File: src/rtl/fifo_op_sched.sv
// fifo_op_sched: host-bus decode and compute scheduler for the A/B/Y FIFO
// datapath. Pops one A and one B operand, combines them with OP, and pushes
// the result into Y. Holds only FSM state, the read register, the sticky
// error flag and the saturating result counter.
//
// Host handshake: write_en/read_en are single-cycle strobes; write_rdy and
// read_rdy are high in every cycle except a reset cycle, so a strobe with
// rdy=1 is always consumed in that same cycle (writes take effect at the
// edge, read_data updates on the edge after read_en).
module fifo_op_sched #(
  parameter int OP    = 0,
  parameter int CNT_W = 8
) (
  input  logic             CLK,
  input  logic             RST,
  input  logic [2:0]       write_address,
  input  logic             write_data,
  input  logic             write_en,
  output logic             write_rdy,
  input  logic [2:0]       read_address,
  input  logic             read_en,
  output logic             read_data,
  output logic             read_rdy,
  output logic             a_enq,
  output logic             a_deq,
  output logic             a_clr,
  output logic             a_din,
  input  logic             a_dout,
  input  logic             a_full_n,
  input  logic             a_empty_n,
  output logic             b_enq,
  output logic             b_deq,
  output logic             b_clr,
  output logic             b_din,
  input  logic             b_dout,
  input  logic             b_full_n,
  input  logic             b_empty_n,
  output logic             y_enq,
  output logic             y_deq,
  output logic             y_clr,
  output logic             y_din,
  input  logic             y_dout,
  input  logic             y_full_n,
  input  logic             y_empty_n,
  output logic             busy,
  output logic             err,
  output logic [CNT_W-1:0] result_count
);

  typedef enum logic {
    IDLE = 1'b0,
    FIRE = 1'b1
  } state_t;

  state_t           state_q, state_d;
  logic             read_data_q, read_data_d;
  logic             err_q, err_d;
  logic [CNT_W-1:0] cnt_q, cnt_d;

  logic clr_cmd;
  logic wr_a, wr_b, rd_y;
  logic fire;
  logic ovf, und;
  logic op_res;

  // Combine function applied to the two FIFO heads; reserved code falls back to OR.
  always_comb begin
    op_res = a_dout | b_dout;
    case (OP)
      1:       op_res = a_dout & b_dout;
      2:       op_res = a_dout ^ b_dout;
      default: op_res = a_dout | b_dout;
    endcase
  end

  // Bus decode: a clear, or reset, suppresses every enqueue/dequeue this cycle.
  always_comb begin
    clr_cmd = !RST && write_en && (write_address == 3'd6) && write_data;
    wr_a    = !RST && !clr_cmd && write_en && (write_address == 3'd4);
    wr_b    = !RST && !clr_cmd && write_en && (write_address == 3'd5);
    rd_y    = !RST && !clr_cmd && read_en  && (read_address  == 3'd3);
    fire    = !RST && !clr_cmd && (state_q == FIRE);
    ovf     = (wr_a && !a_full_n) || (wr_b && !b_full_n);
    und     = rd_y && !y_empty_n;
  end

  // FIFO strobe and data drive.
  always_comb begin
    a_enq = wr_a && a_full_n;
    a_din = a_enq && write_data;
    b_enq = wr_b && b_full_n;
    b_din = b_enq && write_data;
    a_deq = fire;
    b_deq = fire;
    y_enq = fire;
    y_din = fire && op_res;
    y_deq = rd_y && y_empty_n;
    a_clr = clr_cmd;
    b_clr = clr_cmd;
    y_clr = clr_cmd;
  end

  // FSM next state: FIRE always lasts exactly one cycle so FIFO flags settle.
  always_comb begin
    state_d = state_q;
    case (state_q)
      IDLE: if (a_empty_n && b_empty_n && y_full_n && !clr_cmd) state_d = FIRE;
      FIRE: state_d = IDLE;
      default: state_d = IDLE;
    endcase
  end

  // Read register, sticky error and saturating counter next values.
  always_comb begin
    read_data_d = read_data_q;
    if (read_en) begin
      case (read_address)
        3'd0:    read_data_d = a_full_n;
        3'd1:    read_data_d = b_full_n;
        3'd2:    read_data_d = y_empty_n;
        3'd3:    read_data_d = y_empty_n && y_dout;
        3'd4:    read_data_d = err_q;
        3'd5:    read_data_d = (state_q == FIRE);
        default: read_data_d = 1'b0;
      endcase
    end

    err_d = err_q;
    if (clr_cmd)         err_d = 1'b0;
    else if (ovf || und) err_d = 1'b1;

    cnt_d = cnt_q;
    if (clr_cmd)                 cnt_d = '0;
    else if (fire && cnt_q != '1) cnt_d = cnt_q + CNT_W'(1);
  end

  // State registers with synchronous active-high reset.
  always_ff @(posedge CLK) begin
    if (RST) begin
      state_q     <= IDLE;
      read_data_q <= 1'b0;
      err_q       <= 1'b0;
      cnt_q       <= '0;
    end else begin
      state_q     <= state_d;
      read_data_q <= read_data_d;
      err_q       <= err_d;
      cnt_q       <= cnt_d;
    end
  end

  assign write_rdy    = !RST;
  assign read_rdy     = !RST;
  assign read_data    = read_data_q;
  assign err          = err_q;
  assign busy         = (state_q == FIRE);
  assign result_count = cnt_q;

endmodule
File: config.mk
export PLATFORM = sky130hd
export DESIGN_NAME = fifo_op_sched
export DESIGN_NICKNAME = d
export VERILOG_FILES = /design/src/rtl/fifo_op_sched.sv
export SDC_FILE = /design/constraint.sdc
export NUM_CORES = 1
export LEC_CHECK = 0
export CELL_PAD_IN_SITES_DETAIL_PLACEMENT = 0
export CELL_PAD_IN_SITES_GLOBAL_PLACEMENT = 1
export CORE_ASPECT_RATIO = 0.6
export CORE_UTILIZATION = 25
export CTS_BUF_LIST = sky130_fd_sc_hd__clkbuf_4 sky130_fd_sc_hd__clkbuf_8 sky130_fd_sc_hd__clkbuf_16
export CTS_CLUSTER_DIAMETER = 30
export DETAILED_ROUTE_END_ITERATION = 12
export PLACE_DENSITY = 0.75
export SYNTH_ARGS = -nofsm -noshare
export SYNTH_HDL_FRONTEND = slang
export SYNTH_SLANG_ARGS = --single-unit
File: constraint.sdc
create_clock -name CLK -period 1.6 [get_ports CLK]
set_input_delay 0.32 -clock CLK [delete_from_list [all_inputs] [get_ports CLK]]
set_output_delay 0.32 -clock CLK [all_outputs]
set_load 0.005 [all_outputs]
==> results of run 1 <==
-- synth_stat cells (2+ instances only) --
cell type / number
sky130_fd_sc_hd__o211ai_1: 4
sky130_fd_sc_hd__buf_4: 6
sky130_fd_sc_hd__o21ai_0: 4
sky130_fd_sc_hd__clkinv_1: 2
sky130_fd_sc_hd__nor3_1: 4
sky130_fd_sc_hd__mux2i_1: 4
sky130_fd_sc_hd__a21oi_1: 4
sky130_fd_sc_hd__dfxtp_1: 11
sky130_fd_sc_hd__a211oi_1: 2
sky130_fd_sc_hd__inv_1: 3
sky130_fd_sc_hd__nand3_1: 2
sky130_fd_sc_hd__and2_1: 2
sky130_fd_sc_hd__and4_1: 2
sky130_fd_sc_hd__nor4_1: 3
sky130_fd_sc_hd__nand4_1: 3
sky130_fd_sc_hd__nor2_1: 7
sky130_fd_sc_hd__nand2_1: 4
-- worst paths after layout --
| kind | from | to | slack (ns) | depth (start not counted) |
|---|---|---|---|---|
| worst max register to register | result_count[0]$_SDFFE_PP0P_ | result_count[1]$_SDFFE_PP0P_ | 0.14 | 4 |
| worst max-delay path | RST | read_rdy | 0.06 | 4 |
| worst min register to register | result_count[5]$_SDFFE_PP0P_ | result_count[5]$_SDFFE_PP0P_ | 0.54 | 1 |
| worst min-delay path | read_en | read_data$_SDFFE_PP0P_ | 0.49 | 2 |
-- worst reg2reg max path: cells and delay by family, from the launching register on --
family | cells | cell delay [ns]
AND/OR/NAND/NOR | 1 | 0.22
flip-flops | 1 | 0.36
AO/OA/AOI/OAI | 1 | 0.26
adder cells (fa/ha/maj) | 1 | 0.29
multiplexers | 1 | 0.25
-- per-layer routing --
metal / routed length, um / vias up / part of all wire / global-route usage
li1: - / 467 / - / -
met4: 9 / 0 / 0.0038 / 0.0308
met5: 0 / - / 0 / 0
met2: 1090 / 38 / 0.45 / 0.226
met3: 176 / 2 / 0.073 / 0.0469
met1: 1120 / 429 / 0.47 / 0.212
-- state kept, by name, indices dropped and copies added (netlist names) --
signal,cells
err,1
busy,1
result_count,8
read_data,1
-- per-stage QoR --
| step | setup TNS [ns] | power (mW) |
|---|---|---|
| floorplan | 0 | 0.332 |
| global placement | -7.84 | 0.441 |
| detailed placement | -8.32 | 0.443 |
| CTS | 0 | 0.755 |
| global route | 0 | 0.793 |
| finish | 0 | 0.755 |
-- cells by family (layout without fill, tap and decap cells) --
logic type               after synthesis  after routing
AND/OR/NAND/NOR                       39             39
AO/OA/AOI/OAI                         22             22
flip-flops                            11             11
buffers and inverters                 11             74
multiplexers                           5              5
adder cells (fa/ha/maj)                1              1
-- area by class of cell --
class                   instances  area, um2  share of cell area
inverters                       5       21.3              0.0148
multi-input cells              67        541               0.376
flip-flops and latches         11        223               0.155
well taps                      42       52.6              0.0366
clock buffers                   4       48.8              0.0339
repair buffers                 65        552               0.384
-- repair_timing --
action / CTS / global route
setup buffers: 5 / 0
pin swaps: 8 / 2
setup endpoints to repair: 14 / 6
resized for setup: 69 / 6
-- power groups by stage --
| stage | Sequential (mW) | Clock, mW | Combinational (mW) |
|---|---|---|---|
| 2_1_floorplan | 0.288 | 0 | 0.0436 |
| 3_3_place_gp | 0.288 | 0 | 0.153 |
| 3_5_place_dp | 0.288 | 0 | 0.155 |
| 4_1_cts | 0.282 | 0.306 | 0.166 |
| 5_1_grt | 0.283 | 0.330 | 0.180 |
| 6_report | 0.282 | 0.307 | 0.166 |
==> impl_results.md, run 1 <==
- Sequential-to-total area share from yosys stat: 0.287
- Gp weighted congestion: 0.761
- Maximum number of pins on one net before global-route repair: 10
- Number of standard cells in the final layout excluding fillers: 194
- I/O pin total: 45
- Power share of the combinational group: 0.220
- Total CTS buffers: 3
- Number of nets with antenna violations after detailed routing: 0
- Net Count, Synth: 110
- Antenna violations before repair: 0
- Initial core utilization: 0.266
- Final Hold Slack: 0.485 ns
- Crit path required time: 1.28 ns
- Total global-route track usage: 0.150
- Mapped Cells: 89
- Area share of the largest cell type after synthesis: 0.287
- Number of buffers between clock root and the deepest sink: 2
- PnR worst setup slack: 0.0633 ns
- Commonest non-fill, non-tap cell in the layout: sky130_fd_sc_hd__clkdlybuf4s50_1
- Die ar.: 3310 um2
- Largest clock skew in the final design: 0.00240 ns
- Power density normalized to cell area: 525 nW/um2
- Area growth syn-to-layout: 87.1%
- Share of the synthesized netlist area taken by xor and xnor gates: 0
- Simple-gate area share of the yosys netlist: 0.326
- Kind of end point of the critical path: output port
- Largest driver fanout on the critical path: 7
- Slowest stage cell, crit path: sky130_fd_sc_hd__clkdlybuf4s50_1
- Most frequent cells in the layout: 22 x sky130_fd_sc_hd__clkdlybuf4s50_1, 18 x sky130_fd_sc_hd__buf_4, 9 x sky130_fd_sc_hd__dfxtp_1, 9 x sky130_fd_sc_hd__buf_2, 8 x sky130_fd_sc_hd__dlygate4sd2_1
- Core Area: 2890 um2
- Site Rows: 15
- Wirelength per Cell: 12.3 um
- Placed wire-length estimate: 1830 um
- Die outline width: 73.6 um
- Post-route cell area: 1440 um2
- Worst slew margin relative to its limit: 0.826
- Library cell occupying the most area in the post-synthesis netlist: sky130_fd_sc_hd__dfxtp_1
- Arrival time at the worst endpoint: 1.22 ns
- Result of the run: completed
- Final Hold Fails: 0
- Placement Cell Area: 1340 um2
- Port bufs: 44
- Dominant register cell in the synthesized netlist: sky130_fd_sc_hd__dfxtp_1
- Main combinational cell family by area after synthesis: simple AND/OR/NAND/NOR gates
- Number of flops mapped to enable cells by yosys: 0
- Detail-routed via count per cell: 4.82
- Portion of the clock cycle consumed by the worst path in the final layout: 0.960
- Minimum clock period after layout: 1.54 ns
- Sequence of cells on the critical path: buf_2 > clkinv_2 > buf_4 > clkdlybuf4s50_1
- Switch share: 0.245
- GR Overflow Total: 0
- Multiplexer share of the synthesized area: 0.0668
- Cell Area, Synth: 768 um2
- Max-Cap Viols: 0
- Register bit total from synthesis: 11
- Largest stage delay on the critical path: 0.44 ns
- Total wire length: 2400 um
- Endpoints failing setup: 0
- Number of nets in the layout: 174
- Number of levels the H-tree was split into: 1
- Share of layout cells above drive strength 1: 0.368
- First-pass GRT wire length: 3750 um
- Die extent in y: 44.9 um
- Total clock sinks: 11
- Internal power: 0.570 mW
- Worst-skew pair later-pin latency: 0.24 ns
- Maximum resistive drop on vdd: 0.000226 V
- Delay-heaviest family, CP: buffers and inverters
- Count of hold buffers inserted by post-cts repair: 0
- Buffering stage count on the worst path with inverters included: 4
- Unrepaired setup endpoints after global routing: false
- Clock tree from TritonCTS: yes
- Initial detailed-routing violation count: 51
- Drc violations: 0
- Number of max-slew violations in the final report: 0
- Routed via count: 936
- Share of power burned in registers: 0.374
- Clock group share of total power: 0.406
- Worst setup path category: in -> out
- Yosys warning total: 0
- Synth Area in Compound Gates: 0.221
- Diode count: 0
- Instance count after placement with tap cells included: 186
- Synth Area in Adders: 0.0163
- Sort of element at the start of the critical path: input pin
- Static leakage: 0.604 nW
- Leading post-synthesis cells by cell area: sky130_fd_sc_hd__dfxtp_1 29%, sky130_fd_sc_hd__buf_4 5.9%, sky130_fd_sc_hd__mux2i_1 5.2%
- Distinct cell type count of the synthesized netlist: 39
- Detailed-router iteration count before antenna repair: 6
- Synth async-reset ratio: 0
- Tightest Hold Check Type: in -> reg
- Number of fill cells in the layout: 302
- Max Freq: 651 MHz
- Share of the core filled with cells in the final layout: 0.497
- Transition at the pin with the smallest max-transition slack: 0.261 ns
- Setup WS pre-CTS: -0.633 ns
- Worst-path clk slew: 0.05 ns
- Cell at the root of the clock tree: sky130_fd_sc_hd__clkbuf_8
- Net switching power: 0.185 mW
- Avg Cell Area, Syn: 8.63 um2
- Vias in the first global route: 838
(Power assumes the default switching activity.)
==> run 2: changes to the inputs <==
--- a/config.mk
+++ b/config.mk
@@ -7,7 +7,7 @@
 export LEC_CHECK = 0
 export CELL_PAD_IN_SITES_DETAIL_PLACEMENT = 0
 export CELL_PAD_IN_SITES_GLOBAL_PLACEMENT = 1
-export CORE_ASPECT_RATIO = 0.6
+export CORE_ASPECT_RATIO = 0.5
 export CORE_UTILIZATION = 25
 export CTS_BUF_LIST = sky130_fd_sc_hd__clkbuf_4 sky130_fd_sc_hd__clkbuf_8 sky130_fd_sc_hd__clkbuf_16
 export CTS_CLUSTER_DIAMETER = 30
==> impl_results.md, run 2 (synthesis results as in run 1) <==
- Sequence of cells on the critical path: clkdlybuf4s50_1
- Initial detailed-routing violation count: 42
- Result of the run: completed
- Power share of the combinational group: 0.230
- Worst slew margin relative to its limit: 0.796
- Total negative slack: 0 ns
- Tightest Hold Check Type: in -> reg
- Static leakage: 0.631 nW
- Max Freq: 648 MHz
- Internal power: 0.576 mW
- Portion of the clock cycle consumed by the worst path in the final layout: 0.964
- Initial core utilization: 0.279
- Largest driver fanout on the critical path: 7
- Beginning of the worst hold path: RST
- Core Area: 2750 um2
- Register-to-register path setup slack: 0.20 ns
- Worst-path clk slew: 0.05 ns
- Unrepaired setup endpoints after global routing: false
- Hold Path Sink: result_count[0]$_SDFFE_PP0P_
- Delay-heaviest family, CP: buffers and inverters
- Share of layout cells above drive strength 1: 0.392
- Vias in the first global route: 829
- Detail-routed via count per cell: 4.82
- Cell at the root of the clock tree: sky130_fd_sc_hd__clkbuf_8
- Die extent in y: 41.2 um
- GR Overflow Total: 0
- Reg2reg end: result_count[1]$_SDFFE_PP0P_
- Port bufs: 44
- Share of the core filled with cells in the final layout: 0.538
- Wirelength per Cell: 12.3 um
- Startpoint of the worst setup timing path: result_count[4]$_SDFFE_PP0P_
- Flip-flop count of the largest register, all copies and words added: 8
- Largest clock skew in the final design: 0.00285 ns
- Maximum resistive drop on vdd: 0.000191 V
- Total CTS buffers: 3
- Hold Path Depth: 5
- Drc violations: 0
- Largest stage delay on the critical path: 0.54 ns
- Number of standard cells in the final layout excluding fillers: 195
- Cells on worst reg2reg path: 4
- Worst-skew pair later-pin latency: 0.24 ns
- Sort of element at the start of the critical path: flip-flop
- Final Hold Fails: 0
- Commonest non-fill, non-tap cell in the layout: sky130_fd_sc_hd__buf_4
- Worst setup path category: reg -> out
- Site Rows: 13
- Crit path required time: 1.28 ns
- Routed via count: 940
- Placed wire-length estimate: 1770 um
- Endpoints failing setup: 0
- Arrival time at the worst endpoint: 1.22 ns
- Total global-route track usage: 0.156
- Die ar.: 3310 um2
- Clock group share of total power: 0.401
- Clock tree from TritonCTS: yes
- Number of buffers between clock root and the deepest sink: 2
- Die outline width: 80.4 um
- Most frequent cells in the layout: 24 x sky130_fd_sc_hd__buf_4, 22 x sky130_fd_sc_hd__clkdlybuf4s50_1, 11 x sky130_fd_sc_hd__dfxtp_1
- Max-Cap Viols: 0
- Net switching power: 0.186 mW
- Worst reg2reg startpoint: result_count[1]$_SDFFE_PP0P_
- Diode count: 0
- Detailed-router iteration count before antenna repair: 4
- Transition at the pin with the smallest max-transition slack: 0.306 ns
- First-pass GRT wire length: 3770 um
- Area growth syn-to-layout: 92.5%
- I/O pin total: 45
- Total wire length: 2400 um
- Total clock sinks: 11
- Number of nets with antenna violations after detailed routing: 0
- Minimum clock period after layout: 1.54 ns
- Share of power burned in registers: 0.369
- Kind of end point of the critical path: output port
- Slowest stage cell, crit path: sky130_fd_sc_hd__clkdlybuf4s50_1
- Count of hold buffers inserted by post-cts repair: 0
- Maximum number of pins on one net before global-route repair: 9
- Number of max-slew violations in the final report: 0
- Number of levels the H-tree was split into: 1
- Power density normalized to cell area: 515 nW/um2
- Antenna violations before repair: 0
- Buffering stage count on the worst path with inverters included: 1
- Number of nets in the layout: 180
- Switch share: 0.245
- Instance count after placement with tap cells included: 184
- Gp weighted congestion: 0.727
==> run 2: how the worst max path moves through the flow <==
stage	to	slack [ns]	cells past startpoint
5_1_grt	result_count[4]	0.001	1
6_report	result_count[4]	0.06	1
2_1_floorplan	b_clr	0.27	3
3_5_place_dp	b_din	-0.65	5
4_1_cts	y_clr	-0.003	5
3_3_place_gp	a_din	-0.63	5
==> run 2: final cells by class <==
class | instances | area, um2
Fill cell | 277 | 1270
Timing Repair Buffer | 71 | 594
Multi-Input combinational cell | 67 | 546
Sequential cell | 11 | 220
Clock buffer | 4 | 48.8
Tap cell | 37 | 46.3
Inverter | 5 | 23.8
==> run 2: power by group through the flow <==
| stage | combinational, mW | sequential, mW | clock [mW] |
|---|---|---|---|
| 3_3_place_gp | 0.154 | 0.287 | 0 |
| 5_1_grt | 0.189 | 0.281 | 0.328 |
| 6_report | 0.175 | 0.281 | 0.306 |
| 4_1_cts | 0.176 | 0.281 | 0.312 |
| 3_5_place_dp | 0.155 | 0.287 | 0 |
| 2_1_floorplan | 0.0436 | 0.288 | 0 |
==> run 2: stage by stage <==
step | setup WS [ns] | area (um2) | hold WS (ns) | total power, mW
4_1_cts | -0.00341 | 1500 | 0.536 | 0.768
6_report | 0.0574 | 1480 | 0.527 | 0.762
3_3_place_gp | -0.626 | 1360 | 0.536 | 0.441
5_1_grt | 0.00148 | 1480 | 0.550 | 0.799
2_1_floorplan | 0.275 | 768 | 0.437 | 0.332
3_5_place_dp | -0.653 | 1360 | 0.540 | 0.442
==> run 2: repair_timing <==
| action | in CTS | in global routing |
|---|---|---|
| pin swaps | 7 | 6 |
| setup buffers | 9 | 0 |
| resized for setup | 73 | 7 |
| setup endpoints to repair | 14 | 12 |
| cloned | 0 | 0 |
==> run 2: layer usage <==
layer | vias to the layer above | track usage | part of all wire
met1 | 441 | 0.181 | 0.44
met4 | 0 | 0.0268 | 0
met5 | - | 0 | 0
li1 | 476 | - | -
met3 | 0 | 0.0444 | 0.046
met2 | 23 | 0.303 | 0.51
==> run 2: worst reg2reg max path, delay by kind of cell (launching register included) <==
kind | cells | cell delay, ns
flip-flops | 1 | 0.35
multiplexers | 1 | 0.21
adder cells (fa/ha/maj) | 1 | 0.26
AO/OA/AOI/OAI | 1 | 0.29
AND/OR/NAND/NOR | 1 | 0.22
==> run 3: changes to the inputs <==
--- a/config.mk
+++ b/config.mk
@@ -13,6 +13,7 @@
 export CTS_CLUSTER_DIAMETER = 30
 export DETAILED_ROUTE_END_ITERATION = 12
 export PLACE_DENSITY = 0.75
+export SLEW_MARGIN = 10
 export SYNTH_ARGS = -nofsm -noshare
 export SYNTH_HDL_FRONTEND = slang
 export SYNTH_SLANG_ARGS = --single-unit
==> results of run 3 <==
No change in the layout: final DEF, timing and power equal those of run 2.
